**src/rtl/mnist_pixel_binarizer.sv**
```systemverilog
// Binarizes a byte-wide pixel stream against a threshold and assembles one
// NUM_PIXELS-bit vector per frame, double-buffered behind a valid/ready output.
module mnist_pixel_binarizer #(
  parameter int unsigned NUM_PIXELS = 784,
  parameter int unsigned PIXEL_W    = 8,
  parameter int unsigned THRESH     = 128
) (
  input  logic                  clk,
  input  logic                  rst,
  input  logic [PIXEL_W-1:0]    s_data,
  input  logic                  s_valid,
  input  logic                  s_last,
  output logic                  s_ready,
  output logic [NUM_PIXELS-1:0] m_data,
  output logic                  m_valid,
  input  logic                  m_ready,
  output logic                  err_len
);

  localparam int unsigned        IdxW      = $clog2(NUM_PIXELS);
  localparam logic [IdxW-1:0]    LastIdx   = IdxW'(NUM_PIXELS - 1);
  localparam logic [PIXEL_W-1:0] ThreshVal = PIXEL_W'(THRESH);

  typedef enum logic [1:0] {StCollect, StXfer, StDrop} state_e;

  state_e                state_q, state_d;
  logic [IdxW-1:0]       idx_q, idx_d;
  logic [NUM_PIXELS-1:0] buf_q, buf_d;
  logic [NUM_PIXELS-1:0] m_data_q, m_data_d;
  logic                  m_valid_q, m_valid_d;
  logic                  err_q, err_d;
  logic                  drop_q, drop_d;

  always_comb begin
    state_d   = state_q;
    idx_d     = idx_q;
    buf_d     = buf_q;
    m_data_d  = m_data_q;
    m_valid_d = m_valid_q && !m_ready;
    err_d     = 1'b0;
    drop_d    = drop_q;
    s_ready   = 1'b0;

    unique case (state_q)
      StCollect: begin
        s_ready = 1'b1;
        if (s_valid) begin
          buf_d[idx_q] = (s_data >= ThreshVal);
          if (idx_q == LastIdx) begin
            // A full frame without last still ships; the overrun tail is dropped.
            state_d = StXfer;
            drop_d  = !s_last;
            err_d   = !s_last;
          end else if (s_last) begin
            err_d = 1'b1;
            idx_d = '0;
            buf_d = '0;
          end else begin
            idx_d = idx_q + IdxW'(1);
          end
        end
      end
      StXfer: begin
        if (!m_valid_q || m_ready) begin
          m_data_d  = buf_q;
          m_valid_d = 1'b1;
          idx_d     = '0;
          buf_d     = '0;
          drop_d    = 1'b0;
          state_d   = drop_q ? StDrop : StCollect;
        end
      end
      StDrop: begin
        s_ready = 1'b1;
        if (s_valid && s_last) begin
          state_d = StCollect;
          idx_d   = '0;
        end
      end
      default: state_d = StCollect;
    endcase
  end

  always_ff @(posedge clk) begin
    if (!rst) begin
      state_q   <= StCollect;
      idx_q     <= '0;
      buf_q     <= '0;
      m_data_q  <= '0;
      m_valid_q <= 1'b0;
      err_q     <= 1'b0;
      drop_q    <= 1'b0;
    end else begin
      state_q   <= state_d;
      idx_q     <= idx_d;
      buf_q     <= buf_d;
      m_data_q  <= m_data_d;
      m_valid_q <= m_valid_d;
      err_q     <= err_d;
      drop_q    <= drop_d;
    end
  end

  assign m_data  = m_data_q;
  assign m_valid = m_valid_q;
  assign err_len = err_q;

endmodule

```
**config.mk**
```make
export PLATFORM = sky130hd
export DESIGN_NAME = mnist_pixel_binarizer
export DESIGN_NICKNAME = d
export VERILOG_FILES = /design/src/rtl/mnist_pixel_binarizer.sv
export SDC_FILE = /design/constraint.sdc
export NUM_CORES = 2
export LEC_CHECK = 0
export CAP_MARGIN = 20
export CORE_MARGIN = 2
export CORE_UTILIZATION = 50
export CTS_CLUSTER_DIAMETER = 80
export DETAILED_ROUTE_END_ITERATION = 10
export DONT_BUFFER_PORTS = 1
export SYNTH_ARGS = -nofsm -noshare
export SYNTH_HDL_FRONTEND = slang
export SYNTH_SLANG_ARGS = --single-unit
```
**constraint.sdc**
```tcl
create_clock -name clk -period 3.2 [get_ports clk]
set_clock_uncertainty 0.15 [all_clocks]
set_input_delay 0.64 -clock clk [delete_from_list [all_inputs] [get_ports clk]]
set_output_delay 0.64 -clock clk [all_outputs]
set_load 0.005 [all_outputs]
```
==> reports/qor.txt <==
Initial antenna violation count = 7
Status = completed
Inserted Clock Buffers = 159
Post-detail-place hpwl = 148000 um
Crit end category = flip-flop
P_sw = 8.59 mW
Clock network power share = 47.6%
Post-CTS Setup Inserts = 0
Critical path startpoint category = flip-flop
Tot Pwr = 39.3 mW
Ys async rst share = 0%
Area contributors post-synth = dfxtp_1 57%, nand2_1 12%, o22ai_1 8.8%
Dominant cell type by area after synthesis = dfxtp_1
Die area = 114000 um^2
Final Hold Fails = 0
Worst Reg-to-Reg Cells = 7
Drc violations = 0
Total GRT Usage = 37.7%
Routed WL per cell = 28.2 um
Largest net degree at the start of global routing = 140
Routability cong. = 0.891
Power density over the cells = 618 nW/um^2
Worst Hold Launch = s_valid
Total wire length = 226000 um
Chip width = 338 um
Row count = 122
Area delta synth->final = 14.1%
Slew margin rel. = 38.1%
Fillers = 10000
Layout cell share with drive strength beyond 1 = 9.34%
Crit Path Class = flip-flop to flip-flop
Die Height = 338 um
Fmax = 341 MHz
PortBufs = 0
P_int = 30.7 mW
Number of enable flip-flop cells after synthesis = 0
Area of the core = 111000 um^2
Worst-path clk slew = 0.06 ns
Vias in the first global route = 45100
# IOs = 800
Hold Path End = state_q[0]
Post-route ant nets = 0
Post-synth top area share = 56.9%
Worst-Margin Slew = 0.927 ns
Utilization after layout = 57.5%
Finish-stage setup viols = 0
Post-Syn Nets = 6627
Cell variety after synth = 58
Initial Util = 50.4%
Clock sinks = 1583
Longest Clk Path Bufs = 3
Sw frac = 21.9%
Sequential Power Share = 50.2%
Total number of H-tree levels = 4
Most common cell after layout, fill and taps aside = nand2_1
Synth warnings = 0
Worst Hold Margin = 0.0743 ns
Total of max-cap violations = 0
Critical R2R Launch = state_q[1]
Iter 0 DRT Violations = 5516
Later-pin clock latency in the skew report = 0.78 ns
CTS tree = done
Total gr overflow = 0
Post-synthesis sequential area ratio = 56.9%
Setup Total Neg Slack = 0 ns
Reg-to-reg setup timing slack = 0.27 ns
PnR worst setup slack = 0.269 ns
Gate power share = 2.2%
Via density = 6.25
Hold crit path type = primary input to flip-flop
Mean Syn Cell Area = 8.44 um^2
Shortest period the worst path allows = 2.93 ns
Most frequent cells in the layout = 1808 x nand2_1, 1580 x dfxtp_1, 790 x a21oi_1
Synthesized cell area = 55700 um^2
Leakage = 19.9 nW
Synthesized flop and latch total = 1583
Most common flop cell mapped by yosys = dfxtp_1
Reg2Reg Capture Point = buf_q[782]
First-pass GRT wire length = 318000 um
Nets = 6429
Peak VDD IR = 0.000502 V
CP required = 3.68 ns
CP Data Arrival Time = 3.41 ns
Syn Inst Count = 6606
Final period utilization = 91.6%
Post-cts sizing count = 0
Vias after detailed routing = 50100
RSZ-0062 raised after global routing = no
Hold buffer count at CTS = 3
Post-Place Setup Slack = 0.335 ns
Detailed Routing Iterations Pass 1 = 6
WHS Path Cells = 3
CP Max Fanout = 139
Final Max Tran Viols = 0
Root buffer cell = clkbuf_16
## Yosys cell counts, types with 5 or more instances
cell type  count
nand2_1     1820
dfxtp_1     1583
a21oi_1      791
o22ai_1      784
o21ai_0      677
clkbuf_1     515
buf_2        120
o31ai_1      113
nand3_1       26
nand4_1       22
and4b_1       14
nor2b_1       11
nor4bb_1      11
inv_1         10
buf_1          8
ha_1           8
nor2_1         8
and4_1         7
a31oi_1        5
## layout make-up
type                            instances  area (um^2)  share of cell area, %
Tap cell                             1488         1860                   2.93
Clock buffer                          249         4860                   7.65
Timing Repair Buffer                  287         2890                   4.54
Clock inverter                         33          378                  0.594
Antenna cell                            1         2.50                0.00394
Multi-Input combinational cell       4366        21900                   34.4
Sequential cell                      1583        31700                   49.8
Inverter                               11         48.8                 0.0767
## power by group through the flow
stage                     sequential (mW)  combinational, mW  clock, mW
after global placement               20.1              0.840          0
final                                19.7              0.876       18.7
after detailed placement             20.2              0.842          0
after global routing                 19.7              0.900       19.6
after floorplan                      20.1              0.526          0
after CTS                            19.7              0.850       18.8
## how the worst max path moves through the flow
stage                    start    endpoint  cells after the start
floorplan           state_q[1]  buf_q[543]                     11
global placement    state_q[1]  buf_q[557]                      8
detailed placement  state_q[1]  buf_q[557]                      8
CTS                 state_q[1]   buf_q[32]                      8
global route        state_q[1]  buf_q[281]                      8
finish              state_q[1]  buf_q[782]                      7
## routing by layer
metal	GRT usage [%]	share of wire, %	vias up
li1	-	-	22700
met1	47.7	39	24300
met2	56.4	43	2571
met3	12.3	12	501
met4	21.9	6.5	2
met5	0	0.0058	-
## sequential cells by signal, summed over array words and instances (netlist names)
signal / count
buf_q: 784
drop_q: 1
err_len: 1
idx_q: 10
m_data: 784
m_valid: 1
state_q: 2
## critical path, stage by stage, from the launching register on
cell	delay (ns)
dfxtp_1	0.37
inv_1	0.08
ha_1	0.33
and3b_1	0.35
o31a_2	0.44
a21oi_4	0.27
buf_12	0.48
o22ai_1	0.18
## metrics by stage
step           cells  instance area [um^2]
6_report        8018                 63600
5_1_grt         8017                 63600
4_1_cts         8017                 63600
3_5_place_dp    7732                 58300
3_3_place_gp    7732                 58300
2_1_floorplan   6606                 55700
## cells by family (layout without fill, tap and decap cells)
kind of cell / count (synthesis) / count (layout) / synth area share (%)
AO/OA/AOI/OAI: 2391 / 2391 / 23.9
buffers and inverters: 657 / 580 / 4.72
other: 0 / 1 / 0
XOR/XNOR: 1 / 1 / 0.0157
flip-flops: 1583 / 1583 / 56.9
AND/OR/NAND/NOR: 1966 / 1966 / 14.3
adder cells (fa/ha/maj): 8 / 8 / 0.180
Note: power is estimated with default switching activity, not from simulation.
